===== config.mk =====
export PLATFORM = sky130hd
export DESIGN_NAME = forward_bypass_net
export DESIGN_NICKNAME = d
export VERILOG_FILES = /design/src/rtl/forward_bypass_net_pkg.sv /design/src/rtl/forward_bypass_net_select.sv /design/src/rtl/forward_bypass_net.sv
export SDC_FILE = /design/constraint.sdc
export NUM_CORES = 1
export LEC_CHECK = 0
export ABC_AREA = 1
export BUFFER_PORTS_ARGS = -buffer_cell sky130_fd_sc_hd__clkbuf_2
export CORE_MARGIN = 4
export CORE_UTILIZATION = 50
export DETAILED_ROUTE_END_ITERATION = 16
export GPL_TIMING_DRIVEN = 0
export PLACE_DENSITY = 0.78
export REMOVE_ABC_BUFFERS = 1
export SLEW_MARGIN = 10
export SYNTH_ARGS = -nofsm -noshare
export SYNTH_HDL_FRONTEND = slang
export SYNTH_SLANG_ARGS = --single-unit

===== constraint.sdc =====
create_clock -name clk -period 4 [get_ports clk]
set_clock_uncertainty 0.2 [all_clocks]
set_input_delay 0.2 -clock clk [delete_from_list [all_inputs] [get_ports clk]]
set_output_delay 0.2 -clock clk [all_outputs]
set_load 0.03 [all_outputs]

===== src/rtl/forward_bypass_net_pkg.sv =====
// Shared select encoding, writeback history entry type and select-width helper
// for the operand forwarding network.
package forward_pkg;

    localparam int XLEN = 32;

    localparam int SEL_RF    = 0;
    localparam int SEL_EXMEM = 1;
    localparam int SEL_MEMWB = 2;
    localparam int SEL_HIST0 = 3;

    typedef struct packed {
        logic            valid;
        logic [4:0]      rd;
        logic [XLEN-1:0] data;
    } wb_entry_t;

    function automatic int sel_width(input int depth);
        return $clog2(depth + 3);
    endfunction

endpackage


===== src/rtl/forward_bypass_net_select.sv =====
// Single-port priority resolver: EX/MEM > MEM/WB > youngest history > register file.
// Purely combinational; x0 always resolves to zero from the register file.
module forward_select
    import forward_pkg::*;
#(
    parameter int XLEN  = 32,
    parameter int DEPTH = 2,
    parameter int SEL_W = 3
) (
    input  logic [4:0]                 rs_addr,
    input  logic                       exmem_vld,
    input  logic [4:0]                 exmem_rd,
    input  logic [XLEN-1:0]            exmem_data,
    input  logic                       memwb_vld,
    input  logic [4:0]                 memwb_rd,
    input  logic [XLEN-1:0]            memwb_data,
    input  logic [DEPTH-1:0]           hist_vld,
    input  logic [DEPTH-1:0][4:0]      hist_rd,
    input  logic [DEPTH-1:0][XLEN-1:0] hist_data,
    input  logic [XLEN-1:0]            rf_data,
    output logic [XLEN-1:0]            data,
    output logic [SEL_W-1:0]           sel
);

    // Walk from lowest to highest priority so the youngest match overrides.
    always_comb begin
        data = rf_data;
        sel  = SEL_W'(SEL_RF);
        for (int i = DEPTH - 1; i >= 0; i--) begin
            if (hist_vld[i] && (hist_rd[i] == rs_addr)) begin
                data = hist_data[i];
                sel  = SEL_W'(SEL_HIST0 + i);
            end
        end
        if (memwb_vld && (memwb_rd == rs_addr)) begin
            data = memwb_data;
            sel  = SEL_W'(SEL_MEMWB);
        end
        if (exmem_vld && (exmem_rd == rs_addr)) begin
            data = exmem_data;
            sel  = SEL_W'(SEL_EXMEM);
        end
        if (rs_addr == 5'd0) begin
            data = '0;
            sel  = SEL_W'(SEL_RF);
        end
    end

endmodule


===== src/rtl/forward_bypass_net.sv =====
// Operand forwarding network: resolves NUM_SRC operands against EX/MEM, MEM/WB and a
// DEPTH-deep retired-writeback history covering block-RAM register file write latency.
module forward_bypass_net
    import forward_pkg::*;
#(
    parameter int XLEN    = 32,
    parameter int NUM_SRC = 2,
    parameter int DEPTH   = 2,
    parameter int CNT_W   = 32,
    localparam int SEL_W  = sel_width(DEPTH)
) (
    input  logic                         clk,
    input  logic                         rst,
    input  logic                         stall,
    input  logic                         flush,
    input  logic                         exmem_we,
    input  logic [4:0]                   exmem_rd,
    input  logic [XLEN-1:0]              exmem_data,
    input  logic                         memwb_we,
    input  logic [4:0]                   memwb_rd,
    input  logic [XLEN-1:0]              memwb_data,
    input  logic [NUM_SRC-1:0][4:0]      rs_addr,
    input  logic [NUM_SRC-1:0][XLEN-1:0] rf_data,
    output logic [NUM_SRC-1:0][XLEN-1:0] fwd_data,
    output logic [NUM_SRC-1:0][SEL_W-1:0] fwd_sel,
    output logic [CNT_W-1:0]             hit_count
);

    localparam int ADD_W = $clog2(NUM_SRC + 1);
    localparam int SUM_W = CNT_W + ADD_W;

    logic [DEPTH-1:0]           hist_vld;
    logic [DEPTH-1:0][4:0]      hist_rd;
    logic [DEPTH-1:0][XLEN-1:0] hist_data;

    logic exmem_vld;
    logic memwb_vld;

    assign exmem_vld = exmem_we && !flush && (exmem_rd != 5'd0);
    assign memwb_vld = memwb_we && (memwb_rd != 5'd0);

    // flush deliberately ignored here: retired writes are architectural.
    always_ff @(posedge clk or posedge rst) begin
        if (rst) begin
            hist_vld <= '0;
            hist_rd  <= '0;
        end else if (!stall) begin
            hist_vld[0] <= memwb_vld;
            hist_rd[0]  <= memwb_rd;
            for (int i = 1; i < DEPTH; i++) begin
                hist_vld[i] <= hist_vld[i-1];
                hist_rd[i]  <= hist_rd[i-1];
            end
        end
    end

    // Data is never observed unless the matching valid bit is set, so it needs no reset.
    always_ff @(posedge clk) begin
        if (!stall) begin
            hist_data[0] <= memwb_data;
            for (int i = 1; i < DEPTH; i++) begin
                hist_data[i] <= hist_data[i-1];
            end
        end
    end

    for (genvar p = 0; p < NUM_SRC; p++) begin : g_port
        forward_select #(
            .XLEN  (XLEN),
            .DEPTH (DEPTH),
            .SEL_W (SEL_W)
        ) u_select (
            .rs_addr    (rs_addr[p]),
            .exmem_vld  (exmem_vld),
            .exmem_rd   (exmem_rd),
            .exmem_data (exmem_data),
            .memwb_vld  (memwb_vld),
            .memwb_rd   (memwb_rd),
            .memwb_data (memwb_data),
            .hist_vld   (hist_vld),
            .hist_rd    (hist_rd),
            .hist_data  (hist_data),
            .rf_data    (rf_data[p]),
            .data       (fwd_data[p]),
            .sel        (fwd_sel[p])
        );
    end

    logic [ADD_W-1:0] hits;
    logic [SUM_W-1:0] cnt_sum;

    always_comb begin
        hits = '0;
        for (int p = 0; p < NUM_SRC; p++) begin
            if (fwd_sel[p] != SEL_W'(SEL_RF)) begin
                hits = hits + ADD_W'(1);
            end
        end
        cnt_sum = SUM_W'(hit_count) + SUM_W'(hits);
    end

    always_ff @(posedge clk or posedge rst) begin
        if (rst) begin
            hit_count <= '0;
        end else if (!stall) begin
            hit_count <= (cnt_sum[SUM_W-1:CNT_W] != '0) ? '1 : cnt_sum[CNT_W-1:0];
        end
    end

endmodule


==> impl_metrics.tcl <==
set metrics [dict create \
    synth-edff-count 64 \
    wl_met1_mm 12.30 \
    drive_gt1_frac 0.2149 \
    gr-usage-all-layers 0.3241 \
    tritoncts "done" \
    vias 10295 \
    ys_seq_area_frac 0.3449 \
    ys_ff_latch 108 \
    multi_input_area_um2 4683 \
    leakage_nw 6.208 \
    finalHoldViolCount 0 \
    clkLatencyLatePin_ps 350 \
    setup_ws_ps 225.0 \
    cts_buffer_depth 2 \
    regArea_um2 3023 \
    finalSetupViolations 0 \
    arrival_ps 3840 \
    period_minus_slack_ps 3775 \
    gr-total-overflow 0 \
    core_area_um2 17240 \
    synth-adder-area-share 0.006568 \
    synth_top_area_cell "edfxtp_1" \
    min_path_type "input port to register" \
    synth.top_cells.by_count "nand2_1 (411), nand3_1 (238), inv_1 (224), o21ai_0 (89), a21oi_1 (69)" \
    drc 0 \
    synth_top_family_by_area "simple AND/OR/NAND/NOR gates" \
    grt_pass1_wl_mm 51.33 \
    nFillCells 1541 \
    first_pass_iters 5 \
    dr.max_layer_used "met5" \
    rows 48 \
    yosysUniqueCellTypes 37 \
    synth_xor_area_frac 0.03498 \
    h-tree-depth 3 \
    synthArstFlopShare 0.4074 \
    ios 256 \
    worst_slew_pin_slew_ps 1164 \
    fmax_ghz 0.2649 \
    grt_pass1_vias 9862 \
    synth-compound-area-share 0.09366 \
    portBuffers 255 \
    die_h_um 140.4 \
    yosysMostFrequentCell "nand2_1" \
    grt_max_degree 83 \
    antenna_found_initial 3 \
    synth_area_leaders "edfxtp_1 (22%), nand2_1 (18%), nand3_1 (14%)" \
    synth.mux.area_fraction 0 \
    ys_warn_count 0 \
    peakVddDrop_v 0.0002921 \
    wl_met3_mm 3.584 \
    netlist_area_um2 8763 \
    met2_length_mm 15.75 \
    timing.max_cap.violations 0 \
    die_w_um 140.4 \
    initial_utilization 0.5084 \
    dp_hpwl_mm 21.46 \
    place_area_um2 10360 \
    drtIter0Drc 913 \
    p_per_area_nw_per_um2 290.6 \
    place_congestion 0.9370 \
    path_clk_slew_ps 70 \
    relSlewSlack 0.2233 \
    slew_viol_final 0 \
    cts_made_buffers 9 \
    end_kind "register" \
    min_period_over_period 0.9437 \
    crit_required_ps 4060 \
    critical_path_peak_fanout 4 \
    cts_root_buf "clkbuf_16" \
    synth-simple-area-share 0.3771 \
    dieArea_um2 19710 \
    pre_cts_slack_ps -893.4 \
    postLayoutCellArea_um2 11310 \
    fin_util 0.6564 \
    final_antenna_net_count 0 \
    vias_per_cell 5.494 \
    yosys_most_used_dff "edfxtp_1" \
    synth.top_cell.area_share 0.2193 \
    worstSetupPathType "register to register" \
    cp-start-kind "register" \
    clock-sinks 108 \
    syn_inst 1371 \
    status "complete, no violations" \
    wirelength_mm 32.71 \
    syn_area_per_cell_um2 6.392 \
    syn2layout_area_growth_pct 29.10 \
    nNetsFinal 1800 \
    power_mw 3.287 \
    wire_per_inst_um 17.45 \
]
-- layout make-up --
type	instances	share of cell area
multi-input cells	962	0.4140
flip-flops and latches	108	0.2672
repair buffers	329	0.1900
inverters	232	0.07742
well taps	225	0.02488
clock buffers	11	0.02334
clock inverters	5	0.002765
diodes	2	0.0004424
-- state kept, by name (all words and copies together), names as in the netlist --
register and flops:
hist_data 64, hist_rd 10, hist_vld 2, hit_count 32
-- per-layer routing --
layer / up-vias / track usage
li1: 4923 / -
met1: 4687 / 0.4064
met2: 596 / 0.5459
met3: 87 / 0.06931
met4: 2 / 0.1280
met5: - / 0
-- layout by cell type (no fill, tap or decap), types with 2 or more instances in the layout --
| cell | count |
|---|---|
| nand3_1 | 231 |
| nand2_2 | 2 |
| nor2_2 | 6 |
| buf_16 | 9 |
| clkinv_4 | 2 |
| clkbuf_2 | 255 |
| nand2_1 | 410 |
| o21ai_1 | 3 |
| nand4_4 | 2 |
| nor3_1 | 10 |
| nand3_4 | 5 |
| or2_2 | 2 |
| dlygate4sd3_1 | 36 |
| o21ai_0 | 89 |
| inv_2 | 8 |
| buf_12 | 2 |
| xnor2_1 | 19 |
| nor2_1 | 52 |
| nor4_1 | 2 |
| xor2_1 | 16 |
| inv_4 | 3 |
| nand3b_1 | 3 |
| inv_1 | 224 |
| edfxtp_1 | 64 |
| ha_1 | 3 |
| a21oi_1 | 69 |
| nand3_2 | 3 |
| nand4_1 | 13 |
| nor2_4 | 11 |
| diode_2 | 2 |
| buf_4 | 21 |
| clkbuf_16 | 10 |
| buf_6 | 6 |
| dfrtp_1 | 44 |
-- cells by family (layout without fill, tap and decap cells) --
family	count (synthesis)	after routing
xor gates and xnor gates	35	35
AOI/OAI and AO/OA	163	163
adders and majority gates	4	4
other	0	2
buffers and inverters	306	577
DFF	108	108
and+or+nand+nor	755	760
-- worst paths after layout --
| path | startpoint | endpoint | slack [ps] | depth (start not counted) |
|---|---|---|---|---|
| setup / recovery | hist_rd[0]$_DFFE_PP0N_ | hit_count[1]$_DFFE_PP0N_ | 230 | 22 |
| setup reg to reg | hist_rd[0]$_DFFE_PP0N_ | hit_count[1]$_DFFE_PP0N_ | 230 | 22 |
| hold reg to reg | hist_data[21]$_DFFE_PN_ | hist_data[53]$_DFFE_PN_ | 250 | 0 |
| hold / removal | memwb_rd[3] | hist_rd[3]$_DFFE_PP0N_ | 20 | 3 |
| max in group asynchronous | rst | hit_count[21]$_DFFE_PP0N_ | 3030 | 4 |
| min in group asynchronous | rst | hit_count[0]$_DFFE_PP0N_ | 100 | 3 |
-- where the power goes --
| part | internal, mW | switching (mW) |
|---|---|---|
| Combinational | 0.343 | 0.690 |
| Clock | 0.479 | 0.432 |
| Sequential | 1.28 | 0.0653 |
-- worst max-delay path, stage by stage, from the launching register on --
cell,delay [ps]
dfrtp_1,410
inv_1,100
nand2_1,60
nand4_1,170
nor2_4,70
buf_4,150
nor2_4,110
inv_1,50
nand3_1,100
nand3_2,130
ha_1,300
ha_1,160
inv_1,50
fa_1,390
inv_1,110
nand3_2,130
nor2_4,180
nand2_2,80
nor3_4,210
buf_4,150
nand4_4,70
buf_4,220
o211ai_1,80
-- metrics by stage --
step           instances  setup TNS [ps]  hold WS (ps)
6_report            1874               0         18.20
3_3_place_gp        1777         -111990         194.7
3_5_place_dp        1794          -25980        -68.45
5_1_grt             1874          -109.9         31.33
2_1_floorplan       1297           -9016         98.87
4_1_cts             1857               0         11.35
-- repair_timing --
action | in CTS | in global routing
gates cloned | 4 | 1
pin swaps | 4 | 6
endpoints found under the hold margin | 79 | 0
buffers inserted | 7 | 14
setup endpoints to repair | 32 | 32
hold buffers | 36 | 0
resized for setup | 7 | 7
Note: power is estimated with default switching activity, not from simulation.
